===== src/rtl/pipelined_binary_adder.sv =====
// pipelined_binary_adder: WIDTH-bit adder with the carry chain split into STAGES
// register-separated chunks. Valid/ready handshake on both sides; a stalled
// output freezes the whole pipe.
// Optional macro OVF_FLAG_EN adds a registered signed-overflow output.
module pipelined_binary_adder #(
  parameter int unsigned WIDTH  = 16,
  parameter int unsigned STAGES = 4
) (
  input  logic             clk,
  input  logic             rst,
  input  logic             in_valid,
  output logic             in_ready,
  input  logic [WIDTH-1:0] A,
  input  logic [WIDTH-1:0] B,
  input  logic             C_in,
  output logic             out_valid,
  input  logic             out_ready,
  output logic [WIDTH-1:0] sum,
  output logic             C_out
`ifdef OVF_FLAG_EN
  ,
  output logic             overflow
`endif
);

  localparam int unsigned CH   = WIDTH / STAGES;
  localparam int unsigned CHP  = CH + 1;
  localparam int unsigned LAST = STAGES - 1;

  // Reject configurations that cannot be split into equal chunks
  if ((WIDTH < 1) || (STAGES < 1) || (STAGES > WIDTH) || ((WIDTH % STAGES) != 0)) begin : g_cfg_check
    $error("pipelined_binary_adder: WIDTH must be a multiple of STAGES with 1 <= STAGES <= WIDTH");
  end

  // Stage registers. Operands shift down by one chunk per stage so the chunk
  // being added always sits in the low CH bits; finished sum chunks shift in
  // from the top so chunk 0 lands at bit 0 after the last stage.
  logic             v_q [STAGES];
  logic [WIDTH-1:0] a_q [STAGES];
  logic [WIDTH-1:0] b_q [STAGES];
  logic [WIDTH-1:0] s_q [STAGES];
  logic             c_q [STAGES];

  // Stage inputs and next values
  logic             feed_v [STAGES];
  logic [WIDTH-1:0] feed_a [STAGES];
  logic [WIDTH-1:0] feed_b [STAGES];
  logic [WIDTH-1:0] feed_s [STAGES];
  logic             feed_c [STAGES];
  logic [CH:0]      chunk  [STAGES];
  logic [WIDTH-1:0] nxt_a  [STAGES];
  logic [WIDTH-1:0] nxt_b  [STAGES];
  logic [WIDTH-1:0] nxt_s  [STAGES];

  logic stall;
  logic accept;

  // Handshake: any held result with no taker freezes every stage
  assign stall    = v_q[LAST] & ~out_ready;
  assign in_ready = rst | ~stall;
  assign accept   = in_valid & in_ready;

  // Route each stage's input: ports for stage 0, previous register otherwise
  always_comb begin
    feed_v[0] = accept;
    feed_a[0] = A;
    feed_b[0] = B;
    feed_s[0] = '0;
    feed_c[0] = C_in;
    for (int k = 1; k < STAGES; k++) begin
      feed_v[k] = v_q[k-1];
      feed_a[k] = a_q[k-1];
      feed_b[k] = b_q[k-1];
      feed_s[k] = s_q[k-1];
      feed_c[k] = c_q[k-1];
    end
  end

  // Per-stage chunk add and shift of operands / finished sum bits
  always_comb begin
    for (int k = 0; k < STAGES; k++) begin
      chunk[k] = CHP'(feed_a[k][CH-1:0]) + CHP'(feed_b[k][CH-1:0]) + CHP'(feed_c[k]);
      nxt_a[k] = feed_a[k] >> CH;
      nxt_b[k] = feed_b[k] >> CH;
      nxt_s[k] = (feed_s[k] >> CH) | (WIDTH'(chunk[k][CH-1:0]) << (WIDTH - CH));
    end
  end

  // Pipeline advance: reset clears everything, stall holds everything
  always_ff @(posedge clk) begin
    if (rst) begin
      for (int k = 0; k < STAGES; k++) begin
        v_q[k] <= 1'b0;
        a_q[k] <= '0;
        b_q[k] <= '0;
        s_q[k] <= '0;
        c_q[k] <= 1'b0;
      end
    end else if (!stall) begin
      for (int k = 0; k < STAGES; k++) begin
        v_q[k] <= feed_v[k];
        a_q[k] <= nxt_a[k];
        b_q[k] <= nxt_b[k];
        s_q[k] <= nxt_s[k];
        c_q[k] <= chunk[k][CH];
      end
    end
  end

  assign out_valid = v_q[LAST];
  assign sum       = s_q[LAST];
  assign C_out     = c_q[LAST];

`ifdef OVF_FLAG_EN
  logic ovf_q;
  logic ovf_d;

  // Signed overflow from the operand MSBs, which reach the last stage in its top chunk
  always_comb begin
    ovf_d = (feed_a[LAST][CH-1] == feed_b[LAST][CH-1]) &
            (chunk[LAST][CH-1] != feed_a[LAST][CH-1]);
  end

  // Overflow flag registered alongside the final sum chunk
  always_ff @(posedge clk) begin
    if (rst) begin
      ovf_q <= 1'b0;
    end else if (!stall) begin
      ovf_q <= ovf_d;
    end
  end

  assign overflow = ovf_q;
`endif

endmodule


===== config.mk =====
export PLATFORM = sky130hd
export DESIGN_NAME = pipelined_binary_adder
export DESIGN_NICKNAME = d
export VERILOG_FILES = /design/src/rtl/pipelined_binary_adder.sv
export SDC_FILE = /design/constraint.sdc
export NUM_CORES = 1
export LEC_CHECK = 0
export CORE_MARGIN = 2
export CORE_UTILIZATION = 40
export DETAILED_ROUTE_END_ITERATION = 8
export PLACE_DENSITY = 0.66
export SLEW_MARGIN = 20
export SYNTH_ARGS = -nofsm -noshare
export SYNTH_HDL_FRONTEND = slang
export SYNTH_SLANG_ARGS = --single-unit

===== constraint.sdc =====
create_clock -name clk -period 5.1 [get_ports clk]
set_input_delay 0.765 -clock clk [delete_from_list [all_inputs] [get_ports clk]]
set_output_delay 0.765 -clock clk [all_outputs]
set_load 0.03 [all_outputs]

After elaboration in Yosys (flattened, before gate mapping). Memory sizes are Yosys's and may differ from the RTL's. Cells that the tools add are included.

Logic and storage cells: 66. Memory bits (writable): 168. Flip-flop bits (word level): 0. Output and inout bits: 19. Memories kept: 5. Bits of input ports: 37.

$add $sub $neg: 8. Bitwise operators: 28. Mux-type cells: 25.

Memory list: s_q (depth 4, bits a word 16, read ports 4, clocked after memory_dff 0, wr ports 4, RTL line 41) `logic [WIDTH-1:0] s_q [STAGES];`; a_q (depth 4, bits a word 12, read ports 3, clocked after memory_dff 0, wr ports 4, RTL line 39) `logic [WIDTH-1:0] a_q [STAGES];`; b_q (depth 4, bits a word 12, read ports 3, clocked after memory_dff 0, wr ports 4, RTL line 40) `logic [WIDTH-1:0] b_q [STAGES];`; c_q (depth 4, bits a word 1, read ports 4, clocked after memory_dff 0, wr ports 4, RTL line 42) `logic c_q [STAGES];`; v_q (depth 4, bits a word 1, read ports 4, clocked after memory_dff 0, wr ports 4, RTL line 38) `logic v_q [STAGES];`.

Operators by type and width (count): 2-to-1 mux 12 bit (8); 2-to-1 mux 16 bit (4); bitwise OR 12 x 16 -> 16 bit (3); bitwise OR 1 bit (21); adder 4 x 4 -> 5 bit (4); adder 5 x 1 -> 5 bit (4); 2-to-1 mux 1 bit (13); AND 1 bit (2); inverter 1 bit (2).

Logic depth before layout (Yosys ltp). Gate-level depths: netlist (run 1).

Word-level depth: 6. Gate-level depth with buffers: 6. Gate-level depth less buffers: 6.

Worst setup path after synthesis (run 1). No wires, ideal clock.

Kind: input to register. From: input out_ready. To: memory a_q[0][0] in the netlist's numbering, enable pin. Stages: 3. Data required time: 4629 ps. Path slack: 1297 ps. Arrival: 3333 ps. Library setup time: 471 ps. Cell sequence: nand2b_4 > buf_8 > nand2b_1.

RTL lines: start: declaration (RTL line 17) `input logic out_ready,`; end: declaration (RTL line 39).

Worst setup path in the final report (run 1).
From: input out_ready. To: output in_ready.

Cells in the longest elaborated chain, start to end: 4.

Ends and longest elaborated chain: inverter 1 bit (RTL line 59) `assign stall = v_q[LAST] & ~out_ready;`; AND 1 bit (RTL line 59); inverter 1 bit (RTL line 60) `assign in_ready = rst | ~stall;`; bitwise OR 1 bit (RTL line 60); end: declaration (RTL line 12) `output logic in_ready,`.

No other way between the ends.

==> impl_metrics.csv, run 1 <==
group,metric,value,unit
synthesis,synth_top_family_by_area,"simple AND/OR/NAND/NOR gates",
cells_and_area,fillers,893,
detailed_routing,dr.pass1.iters,4,
synthesis,ys_seq_area_frac,0.694,
synthesis,synthMuxAreaShare,0.00964,
power,clkPwrFrac,0.326,
synthesis,syn_avg_cell_area,15.2,sq um
synthesis,synthAdderAreaFrac,0.0747,
placed_design,dpl.hpwl,3650,um
worst_setup_path,start_kind,"input pin",
placed_design,portBuffers,55,
floorplanning,initial_core_util,0.408,
timing,post-route-min-period,3.50,ns
worst_setup_path,slowest_stage,"clkdlybuf4s50_1",
synthesis,ys_warn_count,0,
timing,tns,0,ns
power,p_int,1.27,mW
outcome,status,"finished, final reports clean",
power,switching_share,0.204,
synthesis,synth_cell_types,24,
floorplanning,die_y,106,um
detailed_routing,routedWlPerCell,12.7,um
timing,worstMarginPinSlew,0.758,ns
grt,grt_remaining_overflow,0,
power,sequentialPowerShare,0.587,
synthesis,synth-simple-area-share,0.157,
synthesis,synthCells,273,
cts,cts_setup_buffers,0,
worst_setup_path,arrival,2.74,ns
detailed_routing,ant_nets,0,
timing,maxSlewHeadroom,0.495,
grt,antenna_found_initial,0,
detailed_routing,viasPerCell,4.75,
detailed_routing,drc,0,
detailed_routing,routed.top_layer,"met4",
floorplanning,dieArea,0.0112,sq mm
floorplanning,die_x,106,um
cts,cts_tree,"yes",
worst_setup_path,path_cells,"clkdlybuf4s50_1 -> nand2b_4 -> nand2b_1 -> clkdlybuf4s50_1",
worst_setup_path,reg2reg_from,"v_q[3]$_DFFE_PP_",
synthesis,netlist_area,0.00415,sq mm
detailed_routing,met1_length,2850,um
worst_setup_path,critPathKind,"in -> out",
timing,setup_ws,1.60,ns
cts,clock-root-buffer,"clkbuf_8",
detailed_routing,routed_wl,5840,um
cells_and_area,antenna_cells,0,
cts,clk_latency,0.35,ns
power,combPwrFrac,0.088,
timing,setup_viol,0,
cts,clockBufferDepth,2,
worst_setup_path,cp_common_cell,"clkdlybuf4s50_1",
floorplanning,row_count,37,
power,vdd.ir_drop.worst,158,uV
worst_setup_path,cp_num_buf_inv,2,
synthesis,synth_compound_area_frac,0.0229,
timing,min_period_over_period,0.687,
hold_path,hold_class,"reg -> reg",
floorplanning,pin_count,56,
timing,rsz0062_at_grt,"no",
worst_setup_path,required,4.34,ns
grt,grt_max_degree,94,
flow_run,cap_violations,0,
cts,cts-resized-gates,0,
power,powerDensity,318,mW/mm^2
synthesis,ys_ff_latch,96,
worst_setup_path,setup.worst_path.start,"out_ready",
cells_and_area,layout-drive-gt1-share,0.0646,
timing,skew,0.00801,ns
floorplanning,fp.coreArea,0.0102,sq mm
cts,cts_buffers,9,
cells_and_area,multi_input_area,0.00112,sq mm
placed_design,gp_congestion,0.704,
worst_setup_path,worst-path-max-fanout,93,
hold_path,holdCritStartpoint,"s_q[0][14]$_SDFFCE_PN0P_",
power,power.leakage,2.31,nW
worst_setup_path,max_stage_delay,0.68,ns
cells_and_area,nets,378,
grt,grt_pass1_vias,2122,
placed_design,dp_slack,1.60,ns
detailed_routing,dr_total_vias,2192,
timing,drv_slew,0,
cts,clock_sinks,96,
cells_and_area,seq_area,0.00288,sq mm
grt,track_usage,0.110,
grt,grt_pass1_wl,9670,um
power,netSwitchingPower,0.324,mW
worst_setup_path,crit_family,"buffers and inverters",
timing,hold_viol,0,
cts,ctsHoldBuffers,0,
synthesis,syn-num-nets,330,
cts,htree_levels,3,
worst_setup_path,endpoint_kind,"output port",
cells_and_area,area_growth_syn_to_layout,20.5,%
detailed_routing,wl_met2,2600,um
detailed_routing,wl_met3,276,um
synthesis,synth_xor_area_frac,0.00422,
cts,clk_pin_slew_worst_paths,0.09,ns
cells_and_area,utilization,0.491,
timing,fmax,286,MHz
power,fin_total_pwr,1.59,mW
detailed_routing,drtIter0Drc,163,
-- metrics by stage --
| stage | std cells | area [sq um] | hold WS (ns) |
|---|---|---|---|
| detailed placement | 446 | 4800 | 0.536 |
| global route | 461 | 5000 | 0.571 |
| global placement | 445 | 4770 | 0.534 |
| floorplan | 273 | 4150 | 0.528 |
| CTS | 461 | 5000 | 0.549 |
| finish | 461 | 5000 | 0.551 |
-- per-layer routing --
metal	global-route usage	vias up
li1	-	1110
met1	0.143	1014
met2	0.171	57
met3	0.0272	11
met4	0.0545	0
met5	0	-
-- cell usage after synthesis, drive strengths merged --
cell type	instances	area (sq um)
mux2i	4	40.0
o21ai	2	10.0
edfxtp	96	2880
and3	82	513
clkbuf	11	58.8
inv	9	33.8
xnor2	2	17.5
nand3	4	20.0
nand2	1	6.26
nand3b	4	30.0
ha	12	150
nor2b	4	25.0
a21o	6	45.0
nor2	6	22.5
nor3	2	10.0
a21oi	8	40.0
buf	9	60.1
nand2b	3	26.3
fa	8	160
-- placed cells by master (no fill, tap or decap) --
cell type / netlist / routed
clkdlybuf4s50_1: 0 / 55
nand3_1: 4 / 4
nor3_1: 2 / 2
ha_1: 12 / 12
nand2b_4: 1 / 2
inv_1: 9 / 8
clkbuf_8: 1 / 9
nand2_2: 1 / 1
inv_2: 0 / 1
a21oi_1: 8 / 8
nand2b_1: 2 / 1
and3_1: 82 / 82
clkinv_2: 0 / 3
buf_4: 2 / 1
nand3b_1: 4 / 4
buf_16: 0 / 1
nor2b_1: 4 / 4
xnor2_1: 2 / 2
fa_1: 8 / 8
edfxtp_1: 96 / 96
a21o_1: 6 / 6
inv_6: 0 / 1
mux2i_1: 4 / 4
o21ai_0: 2 / 2
nor2_1: 6 / 6
bufinv_16: 0 / 2
-- kinds of logic after synthesis --
| kind of cell | Yosys count |
|---|---|
| adders and majority gates | 20 |
| AOI/OAI and AO/OA | 16 |
| xor gates and xnor gates | 2 |
| muxes | 4 |
| DFF | 96 |
| buffers and inverters | 29 |
| and+or+nand+nor | 106 |
-- power by group through the flow --
| stage | Sequential (mW) | Clock, mW | Combinational, mW |
|---|---|---|---|
| 2_1_floorplan | 0.964 | 0 | 0.0691 |
| 3_3_place_gp | 0.950 | 0 | 0.138 |
| 3_5_place_dp | 0.951 | 0 | 0.141 |
| 4_1_cts | 0.933 | 0.528 | 0.141 |
| 5_1_grt | 0.939 | 0.551 | 0.156 |
| 6_report | 0.933 | 0.518 | 0.140 |
-- worst paths after layout --
kind,end,slack (ns),depth (start not counted)
hold reg to reg,s_q[1][10]$_SDFFCE_PN0P_,0.55,1
setup / recovery,in_ready,1.60,4
setup reg to reg,b_q[0][25]$_SDFFCE_PN0P_,2.75,3
hold / removal,s_q[1][10]$_SDFFCE_PN0P_,0.55,1
-- sequential cells by signal, summed over array words and instances (netlist names) --
name  flops
s_q      40
a_q      24
b_q      24
c_q       4
v_q       4
-- worst reg2reg max path: stages, from the launching register on --
cell and delay, ns:
edfxtp_1 0.43, nand2b_4 0.55, nand2b_4 0.72, buf_16 0.32
-- cell type report --
cell class / count / area share
clock inverter: 6 / 0.0168
clock buffer: 9 / 0.0248
timing repair buffer: 57 / 0.117
tap: 136 / 0.0340
multi-input combinational: 148 / 0.225
inverter: 9 / 0.00675
sequential: 96 / 0.576
(Power assumes the default switching activity.)
==> run 2, diff against run 1 <==
==> constraint.sdc (replaced) <==
create_clock -name clk -period 3.4 [get_ports clk]
set_input_delay 0.51 -clock clk [delete_from_list [all_inputs] [get_ports clk]]
set_output_delay 0.51 -clock clk [all_outputs]
set_load 0.03 [all_outputs]
==> run 2 against run 1 <==
Effect of this change: hold slack worse by 0.00050 ns; setup slack worse by 0.78 ns; wire length is 2.2% lower; via count is 0.36% lower; cell area hardly changed; count of clock-buffer cells in the layout stayed put; sequential share of layout area is 0.058 points lower; combinational power is 50% higher; sequential power is 50% higher; total power is 51% higher; register-to-register slack worse by 1.3 ns; global-route usage is 0.17 points higher.
==> impl_metrics.csv, run 2 (synthesized netlist as in run 1, its figures left out) <==
group,metric,value,unit
detailed_routing,dr.pass1.iters,4,
cells_and_area,reg_top3,"s_q (40), a_q (24), b_q (24)",
cts,clock_sinks,96,
cells_and_area,regMostFlops,"s_q",
outcome,status,"finished, final reports clean",
timing,min_period_over_period,0.760,
timing,skew,0.00804,ns
worst_setup_path,endpoint_kind,"output port",
detailed_routing,drtIter0Drc,158,
floorplanning,die_x,106,um
grt,grt_pass1_wl,9650,um
cells_and_area,nets,380,
worst_setup_path,required,2.89,ns
floorplanning,row_count,37,
timing,post-route-min-period,2.58,ns
cells_and_area,area_growth_syn_to_layout,20.6,%
cts,cts_tree,"yes",
cts,clk_pin_slew_worst_paths,0.09,ns
timing,drv_slew,0,
timing,hold_viol,0,
cells_and_area,largest_register_ffs,40,
cells_and_area,layout-drive-gt1-share,0.0703,
worst_setup_path,slowest_stage,"clkdlybuf4s50_1",
power,power.leakage,2.31,nW
flow_run,cap_violations,0,
placed_design,dpl.hpwl,3760,um
detailed_routing,drc,0,
cells_and_area,instances_no_fill,463,
worst_setup_path,arrival,2.07,ns
cts,htree_levels,3,
grt,grt_max_degree,63,
grt,grt_remaining_overflow,0,
grt,track_usage,0.111,
placed_design,gp_congestion,0.684,
grt,antenna_found_initial,0,
cells_and_area,final_common_cell,"edfxtp_1",
power,vdd.ir_drop.worst,190,uV
worst_setup_path,worst-path-max-fanout,32,
cts,cts_setup_buffers,0,
floorplanning,pin_count,56,
placed_design,portBuffers,55,
cts,clock-root-buffer,"clkbuf_8",
cts,clockBufferDepth,2,
floorplanning,fp.coreArea,0.0102,sq mm
detailed_routing,viasPerCell,4.72,
timing,worstMarginPinSlew,0.525,ns
placed_design,place_inst,448,
worst_setup_path,crit_family,"buffers and inverters",
worst_setup_path,path_cells,"clkdlybuf4s50_1 -> nand2b_4 -> nand2b_1 -> clkdlybuf4s50_1",
power,powerDensity,480,mW/mm^2
worst_setup_path,max_stage_delay,0.67,ns
timing,fmax,387,MHz
timing,setup_viol,0,
cts,cts_buffers,9,
cts,ctsHoldBuffers,0,
cells_and_area,antenna_cells,0,
detailed_routing,ant_nets,0,
floorplanning,initial_core_util,0.408,
timing,rsz0062_at_grt,"no",
floorplanning,die_y,106,um
timing,maxSlewHeadroom,0.649,
cts,cts-resized-gates,0,
grt,grt_pass1_vias,2048,
worst_setup_path,cp_common_cell,"clkdlybuf4s50_1",
power,fin_total_pwr,2.40,mW
detailed_routing,dr_total_vias,2184,
hold_path,hold_class,"reg -> reg",
timing,tns,0,ns
worst_setup_path,cp_num_buf_inv,2,
worst_setup_path,critPathKind,"in -> out",
cells_and_area,final_cell_mix,"edfxtp_1 (96), and3_1 (82), clkdlybuf4s50_1 (55)",
detailed_routing,routedWlPerCell,12.3,um
cts,clk_latency,0.36,ns
detailed_routing,routed_wl,5710,um
worst_setup_path,start_kind,"input pin",
floorplanning,dieArea,0.0112,sq mm
-- run 2: cell types whose count changed in the layout (fill, tap and decap cells not counted) --
cell / previous run / this run
buf_16: 1 / 0
buf_4: 1 / 4
clkinv_2: 3 / 0
clkinvlp_4: 0 / 1
clkinv_4: 0 / 2
-- run 2: worst reg2reg max path, delay by kind of cell, from the launching register on --
family,cells,cell delay [ns]
buffers and inverters,1,0.46
AND/OR/NAND/NOR,2,0.72
flip-flops,1,0.43
-- run 2: path summary, 6_finish.rpt --
path,from,end,slack (ns),cells after the start
setup / recovery,out_ready,in_ready,0.82,4
hold / removal,b_q[0][19]$_SDFFCE_PN0P_,b_q[0][27]$_SDFFCE_PN0P_,0.55,1
setup reg to reg,v_q[3]$_DFFE_PP_,a_q[0][8]$_SDFFCE_PN0P_,1.44,3
hold reg to reg,b_q[0][19]$_SDFFCE_PN0P_,b_q[0][27]$_SDFFCE_PN0P_,0.55,1
-- run 2: routing by layer --
metal	up-vias	wire length (um)	part of all wire	track usage
li1	1116	-	-	-
met1	1006	2720	0.48	0.149
met2	51	2600	0.46	0.167
met3	11	232	0.041	0.0272
met4	0	151	0.026	0.0620
met5	-	0	0	0
-- run 2: area by class of cell --
cell class                 instances  area (sq um)
clock inverter                     6          93.8
sequential                        96          2880
fill                             924          5180
clock buffer                       9           124
timing repair buffer              59           581
inverter                           9          33.8
tap                              136           170
multi-input combinational        148          1120
-- run 2: per-stage QoR --
stage / hold WS (ns) / worst slack [ns] / instance area [sq um] / utilization
after CTS: 0.557 / 0.803 / 5010 / 0.492
after floorplan: 0.528 / 0.908 / 4150 / -
after detailed placement: 0.535 / 0.808 / 4790 / 0.470
final: 0.551 / 0.817 / 5010 / 0.492
after global routing: 0.569 / 0.743 / 5010 / 0.492
after global placement: 0.532 / 0.804 / 4790 / 0.470
-- run 2: power breakdown --
group          switching (mW)  total, mW  internal, mW
combinational          0.0984      0.210         0.112
clock                   0.380      0.794         0.415
sequential             0.0196       1.40          1.38
